$ cat src/rtl/arm_shift_pkg.sv
// Shared constants, request record and golden reference for the ARM barrel shifter.
// shift_ref works on up to 64-bit data; the result sits in the low w bits with the carry on top.
package arm_shift_pkg;

  localparam logic [1:0] SHIFT_LSL = 2'b00;
  localparam logic [1:0] SHIFT_LSR = 2'b01;
  localparam logic [1:0] SHIFT_ASR = 2'b10;
  localparam logic [1:0] SHIFT_ROR = 2'b11;

  localparam int MAX_W     = 64;
  localparam int MAX_AMT_W = 16;

  typedef struct packed {
    logic [MAX_W-1:0]     data;
    logic                 carry;
    logic [1:0]           op;
    logic [MAX_AMT_W-1:0] amount;
    logic                 reg_mode;
  } shift_req_t;

  function automatic logic [64:0] shift_ref(input logic [63:0] data, input logic carry,
                                            input logic [1:0] op, input logic [15:0] amount,
                                            input logic reg_mode, input int w);
    logic [63:0] mask, d, r, fill;
    logic        c, msb;
    int          a, n;
    mask = (w >= 64) ? '1 : ((64'd1 << w) - 64'd1);
    d    = data & mask;
    msb  = d[w-1];
    fill = msb ? mask : 64'd0;
    a    = int'(amount);
    n    = a % w;
    r    = d;
    c    = carry;
    if (!reg_mode) begin
      case (op)
        SHIFT_LSL: if (n != 0) begin r = (d << n) & mask; c = d[w-n]; end
        SHIFT_LSR: if (n == 0) begin r = 64'd0; c = msb; end
                   else begin r = d >> n; c = d[n-1]; end
        SHIFT_ASR: if (n == 0) begin r = fill; c = msb; end
                   else begin r = ((d >> n) | (fill & ~(mask >> n))) & mask; c = d[n-1]; end
        default:   if (n == 0) begin r = (d >> 1) | ({63'd0, carry} << (w-1)); c = d[0]; end
                   else begin r = ((d >> n) | (d << (w-n))) & mask; c = r[w-1]; end
      endcase
    end else if (a != 0) begin
      case (op)
        SHIFT_LSL: if (a < w) begin r = (d << a) & mask; c = d[w-a]; end
                   else begin r = 64'd0; c = (a == w) ? d[0] : 1'b0; end
        SHIFT_LSR: if (a < w) begin r = d >> a; c = d[a-1]; end
                   else begin r = 64'd0; c = (a == w) ? msb : 1'b0; end
        SHIFT_ASR: if (a < w) begin r = ((d >> a) | (fill & ~(mask >> a))) & mask; c = d[a-1]; end
                   else begin r = fill; c = msb; end
        default:   if (n == 0) begin r = d; c = msb; end
                   else begin r = ((d >> n) | (d << (w-n))) & mask; c = r[w-1]; end
      endcase
    end
    return {c, r};
  endfunction

endpackage

$ cat src/rtl/arm_shift_slice.sv
// One valid/ready register slice, one cycle; a full slice accepts new data only when it drains
// the same cycle, so ready is combinational from the downstream ready.
module arm_shift_slice
  import arm_shift_pkg::*;
#(
  parameter int PW = 8
) (
  input  logic          clk,
  input  logic          rst_n,
  input  logic          vld_i,
  output logic          rdy_o,
  input  logic [PW-1:0] dat_i,
  output logic          vld_o,
  input  logic          rdy_i,
  output logic [PW-1:0] dat_o
);

  logic          vld_q, vld_d;
  logic [PW-1:0] dat_q, dat_d;
  logic          adv;

  assign adv = ~vld_q | rdy_i;

  always_comb begin
    vld_d = vld_q;
    dat_d = dat_q;
    if (adv) begin
      vld_d = vld_i;
      if (vld_i) dat_d = dat_i;
    end
  end

  always_ff @(posedge clk or negedge rst_n) begin
    if (!rst_n) begin
      vld_q <= 1'b0;
      dat_q <= '0;
    end else begin
      vld_q <= vld_d;
      dat_q <= dat_d;
    end
  end

  assign rdy_o = adv;
  assign vld_o = vld_q;
  assign dat_o = dat_q;

endmodule

$ cat src/rtl/arm_shift_pipe.sv
// Pipelined ARM barrel shifter (LSL/LSR/ASR/ROR/RRX), latency STAGES cycles, 1 result/cycle;
// in_ready is the stage-0 advance condition, derived combinationally from out_ready.
module arm_shift_pipe
  import arm_shift_pkg::*;
#(
  parameter int WIDTH  = 32,
  parameter int AMT_W  = 8,
  parameter int STAGES = 2
) (
  input  logic             clk,
  input  logic             rst_n,
  input  logic             in_valid,
  output logic             in_ready,
  input  logic [WIDTH-1:0] shift_in,
  input  logic             carry_in,
  input  logic [1:0]       shift_op,
  input  logic [AMT_W-1:0] shift_amount,
  input  logic             reg_mode,
  output logic             out_valid,
  input  logic             out_ready,
  output logic [WIDTH-1:0] shift_out,
  output logic             carry_out
);

  localparam int LG = $clog2(WIDTH);
  localparam int VW = 2*WIDTH + 1;
  localparam int PW = VW + LG + 1;
  localparam logic [AMT_W-1:0] A_W = AMT_W'(WIDTH);

  // Every op becomes a right shift by s (< WIDTH) of {hi, lo, guard}; the result window is
  // bits [WIDTH:1], with the carry at bit 0 (shifted-out / fixed) or WIDTH+1 (LSL).
  logic [WIDTH-1:0] hi, lo, fill;
  logic [LG-1:0]    s, n;
  logic             guard, use_hi, sgn;

  assign n    = shift_amount[LG-1:0];
  assign sgn  = shift_in[WIDTH-1];
  assign fill = {WIDTH{sgn}};

  always_comb begin
    hi     = '0;
    lo     = shift_in;
    guard  = carry_in;
    s      = '0;
    use_hi = 1'b0;
    if (!reg_mode) begin
      case (shift_op)
        SHIFT_LSL: if (n != '0) begin hi = shift_in; lo = '0; s = ~n + LG'(1); use_hi = 1'b1; end
        SHIFT_LSR: if (n == '0) begin lo = '0; guard = sgn; end
                   else s = n;
        SHIFT_ASR: begin
          hi = fill;
          if (n == '0) begin lo = fill; guard = sgn; end
          else s = n;
        end
        default:   if (n == '0) begin hi = {{(WIDTH-1){1'b0}}, carry_in}; s = LG'(1); end
                   else begin hi = shift_in; s = n; end
      endcase
    end else if (shift_amount != '0) begin
      case (shift_op)
        SHIFT_LSL: if (shift_amount < A_W) begin
                     hi = shift_in; lo = '0; s = ~n + LG'(1); use_hi = 1'b1;
                   end else begin
                     lo = '0; guard = (shift_amount == A_W) & shift_in[0];
                   end
        SHIFT_LSR: if (shift_amount < A_W) s = n;
                   else begin lo = '0; guard = (shift_amount == A_W) & sgn; end
        SHIFT_ASR: begin
          hi = fill;
          if (shift_amount < A_W) s = n;
          else begin lo = fill; guard = sgn; end
        end
        default:   if (n == '0) guard = sgn;
                   else begin hi = shift_in; s = n; end
      endcase
    end
  end

  logic [PW-1:0]   stg_dat [0:STAGES];
  logic [STAGES:0] vld, rdy;

  assign stg_dat[0]  = {use_hi, s, hi, lo, guard};
  assign vld[0]      = in_valid;
  assign in_ready    = rdy[0];
  assign rdy[STAGES] = out_ready;
  assign out_valid   = vld[STAGES];

  for (genvar j = 0; j < STAGES; j++) begin : g_stage
    localparam int L_LO = j * LG / STAGES;
    localparam int L_HI = (j + 1) * LG / STAGES;
    logic [PW-1:0] lvl [L_LO:L_HI];

    assign lvl[L_LO] = stg_dat[j];
    for (genvar k = L_LO; k < L_HI; k++) begin : g_lvl
      assign lvl[k+1] = lvl[k][VW+k] ? {lvl[k][PW-1:VW], lvl[k][VW-1:0] >> (1 << k)} : lvl[k];
    end

    arm_shift_slice #(.PW(PW)) u_slice (
      .clk   (clk),
      .rst_n (rst_n),
      .vld_i (vld[j]),
      .rdy_o (rdy[j]),
      .dat_i (lvl[L_HI]),
      .vld_o (vld[j+1]),
      .rdy_i (rdy[j+1]),
      .dat_o (stg_dat[j+1])
    );
  end

  logic [PW-1:0] fin;
  logic          unused_fin;

  assign fin        = stg_dat[STAGES];
  assign shift_out  = fin[WIDTH:1];
  assign carry_out  = fin[PW-1] ? fin[WIDTH+1] : fin[0];
  assign unused_fin = ^fin[PW-2:WIDTH+2];

endmodule

$ cat config.mk
export PLATFORM = sky130hd
export DESIGN_NAME = arm_shift_pipe
export DESIGN_NICKNAME = d
export VERILOG_FILES = /design/src/rtl/arm_shift_pkg.sv /design/src/rtl/arm_shift_slice.sv /design/src/rtl/arm_shift_pipe.sv
export SDC_FILE = /design/constraint.sdc
export NUM_CORES = 1
export LEC_CHECK = 0
export ABC_AREA = 1
export ABC_CLOCK_PERIOD_IN_PS = 2100
export CAP_MARGIN = 10
export CORE_MARGIN = 8
export CORE_UTILIZATION = 45
export DETAILED_ROUTE_END_ITERATION = 8
export SLEW_MARGIN = 20
export SYNTH_ARGS = -nofsm -noshare
export SYNTH_HDL_FRONTEND = slang
export SYNTH_SLANG_ARGS = --single-unit
$ cat constraint.sdc
create_clock -name clk -period 2.1 [get_ports clk]
set_input_delay 0.525 -clock clk [delete_from_list [all_inputs] [get_ports clk]]
set_output_delay 0.525 -clock clk [all_outputs]
set_load 0.005 [all_outputs]
==> impl_metrics.csv <==
group,metric,value,unit
worst_setup_path,worstPathMaxFanout,7,
drt,drt_iter0_drc,1797,
final_layout,nets,1943,
sta,fin_ws,-0.176,ns
cts,cts_sinks,103,
synth,synthAdderAreaFrac,0.752,%
sta,worst_slew_pin_slew,0.712,ns
worst_setup_path,r2r_cells,5,
worst_setup_path,cp-start-kind,"input port",
synth,syn_nets,1788,
cts,htree_levels,3,
run_status,violations,"negative setup slack",
cts,cts_tree,"built",
power_and_ir_drop,power-per-cell-area,684,mW/mm^2
final_layout,antenna_cells,0,
final_layout,final_area,0.0154,mm^2
synth,synth.avg_cell_area,5.75,um^2
sta,period_share,108,%
place,placed_area,0.0120,mm^2
die,num_rows,54,
synth,synth_xor_area_share,0.0878,%
global_routing,overflow,0,
synth,synthSimpleGateAreaFrac,45.4,%
global_routing,grt_pass1_wl,66700,um
worst_setup_path,crit_start,"shift_amount[1]",
place,hpwlAfterDp,28600,um
run_status,outcome,"finished, violations left",
die,coreArea,0.0218,mm^2
worst_setup_path,r2r_slack,0.24,ns
sta,hold_ws,0.155,ns
worst_setup_path,r2r_start,"g_stage[0].u_slice.dat_o[67]$_DFFE_PN0P_",
drt,drc,0,
power_and_ir_drop,irDropWorstVdd,0.450,mV
cts,cts_made_buffers,9,
final_layout,post-route-util,70.4,%
sta,clock.fmax,439,MHz
synth,ys_ff_latch,103,
die,die_w,165,um
global_routing,grt_util_all_layers,31.0,%
drt,routed_wl,45600,um
cts,clock_latency,0.36,ns
synth,post-synth-top-area-cell,"nand2_1",
global_routing,grt_max_degree,66,
power_and_ir_drop,fin_total_pwr,10.5,mW
synth,synth_area,0.00998,mm^2
global_routing,antenna_found_initial,0,
global_routing,grt_pass1_vias,12000,
drt,drt_pre_antenna_iters,6,
drt,antenna_left,0,
place,place_ws,-1.02,ns
sta,setup_viol,60,
worst_setup_path,slowest_delay,0.18,ns
worst_setup_path,worstSetupEndpointType,"register",
synth,netlist.area_leader.share,27.2,%
hold_path,hp-class,"in2async",
sta,drv_slew,0,
worst_setup_path,crit_top_cell,"nand2_4",
worst_setup_path,worstSetupPathType,"in2reg",
drt,wl_per_cell,21.0,um
worst_setup_path,cp.required,2.33,ns
synth,synth-compound-area-share,14.9,%
die,die-area,0.0272,mm^2
final_layout,n_fill_cell,1805,
cts,holdBufCountCts,0,
place,dp.cells,2097,
sta,finalClockSkew,0.0175,ns
drt,vias_per_cell,5.97,
cts,cts_max_path_buffers,2,
sta,hold_viol_final,0,
worst_setup_path,critPathArrivalTime,2.51,ns
worst_setup_path,slowest_stage,"ha_4",
place,portBuffers,82,
synth,netlist_instances,1734,
cts,cts_root_buf,"clkbuf_16",
final_layout,area_delta_synth_final,53.9,%
die,initial_core_util,45.7,%
final_layout,fin_cells,2173,
sta,fin_crit,2.28,ns
worst_setup_path,r2r_end,"g_stage[1].u_slice.dat_o[16]$_DFFE_PN0P_",
worst_setup_path,path_cells,"buf_12 > inv_12 > ha_4 > nand2_4 > nor2_4 > ha_4 > buf_12 > inv_8 > nand2_4 > nand2_4 > buf_6 > nand3_4 > nand2_8 > buf_12 > clkbuf_16 > nand2_4 > nand3_1 > nand3_1 > nand2_1",
sta,relSlewSlack,52.0,%
power_and_ir_drop,p_leak,7.52,nW
drt,vias,13000,
synth,synth_cell_types,36,
final_layout,drive_gt1_share,33.4,%
die,design.portCount,83,
die,chipHeight,165,um
synth,synth_top_family_by_area,"simple AND/OR/NAND/NOR gates",
synth,seq_area_frac_synth,25.8,%
synth,synthMuxAreaShare,1.20,%
run,max-cap-violations,0,
synth,yosys_warnings,0,
synth,synthTopCellsByArea,"nand2_1 (27%), dfrtp_1 (26%), nand3_1 (14%)",
sta,finalSetupTns,-4.29,ns
cts,clkTransAtPathRegs,0.08,ns
place,routabilityCongestion,0.940,
sta,rsz0062_at_grt,"yes",
## logic make-up after synthesis
| group | count (synthesis) |
|---|---|
| xor gates and xnor gates | 1 |
| buffers and inverters | 248 |
| muxes | 12 |
| adders and majority gates | 6 |
| and+or+nand+nor | 1092 |
| DFF | 103 |
| AOI/OAI and AO/OA | 272 |
## per-layer routing
metal	share of wire, %	global-route usage, %
met1	40	40.9
met2	45	49.1
met3	9.7	4.86
met4	5.8	14.0
met5	0	0
## synthesized netlist by cell type (all sizes together)
cell type / n
nand3: 277
dfrtp: 103
a22oi: 1
nor2b: 1
o311ai: 2
nor3: 3
a21oi: 45
mux2i: 12
clkinv: 1
o211ai: 5
nor2: 81
nand4: 2
o21ai: 152
or2: 2
a31oi: 50
o22ai: 7
xor2: 1
ha: 6
o21bai: 1
o31ai: 6
nand2: 726
o21a: 1
buf: 106
inv: 83
clkbuf: 58
o22a: 2
## what timing repair did
action | CTS | global route
setup buffers | 33 | 10
pin swaps | 104 | 92
cloned | 17 | 8
gates resized for setup | 345 | 240
setup endpoints to repair | 67 | 62
## layout by cell type (no fill, tap or decap), drive strengths merged
cell type	instances
o21ai	152
nand4	2
or2	2
o21bai	1
inv	85
o211ai	5
nor3	3
nand2	727
o22a	2
nor2	81
o31ai	6
ha	6
xor2	1
clkinv	3
o21a	1
dfrtp	103
buf	219
a31oi	50
clkdlybuf4s50	70
mux2i	12
a21oi	45
a22oi	1
clkbuf	19
dlygate4sd2	6
o22ai	7
clkdlybuf4s15	1
clkinvlp	1
nand3	277
bufinv	2
o311ai	2
nor2b	1
## worst max path at each step
stage                                                     to  cells past startpoint
floorplan           g_stage[0].u_slice.dat_o[52]$_DFFE_PN0P_                     16
detailed placement   g_stage[0].u_slice.dat_o[6]$_DFFE_PN0P_                     18
global placement     g_stage[0].u_slice.dat_o[6]$_DFFE_PN0P_                     19
global route        g_stage[0].u_slice.dat_o[36]$_DFFE_PN0P_                     19
CTS                 g_stage[0].u_slice.dat_o[14]$_DFFE_PN0P_                     20
finish              g_stage[0].u_slice.dat_o[36]$_DFFE_PN0P_                     19
## sequential cells by signal, summed over array words and instances, names as in the netlist
name and count:
g_stage.u_slice.dat_o 101, g_stage.u_slice.vld_o 2
## critical path, delay by kind of cell
family / cells / cell delay, ns
buffers and inverters: 7 / 0.78
and+or+nand+nor: 10 / 0.89
adders and majority gates: 2 / 0.31
## report_power, final
group	internal (mW)	switching [mW]	total, mW
sequential	2.55	0.473	3.03
clock	1.08	0.795	1.87
combinational	2.43	3.19	5.61
total	6.05	4.46	10.5
## area by class of cell
| type | count | area (um^2) | area share (%) |
|---|---|---|---|
| Sequential cell | 103 | 2580 | 16.8 |
| Clock buffer | 10 | 239 | 1.56 |
| Timing Repair Buffer | 305 | 3510 | 22.9 |
| Timing Repair inverter | 2 | 27.5 | 0.179 |
| Multi-Input combinational cell | 1384 | 8190 | 53.3 |
| Clock inverter | 5 | 81.3 | 0.530 |
| Inverter | 84 | 385 | 2.51 |
| Tap cell | 280 | 350 | 2.28 |
Power figures use the tool's default switching activity.
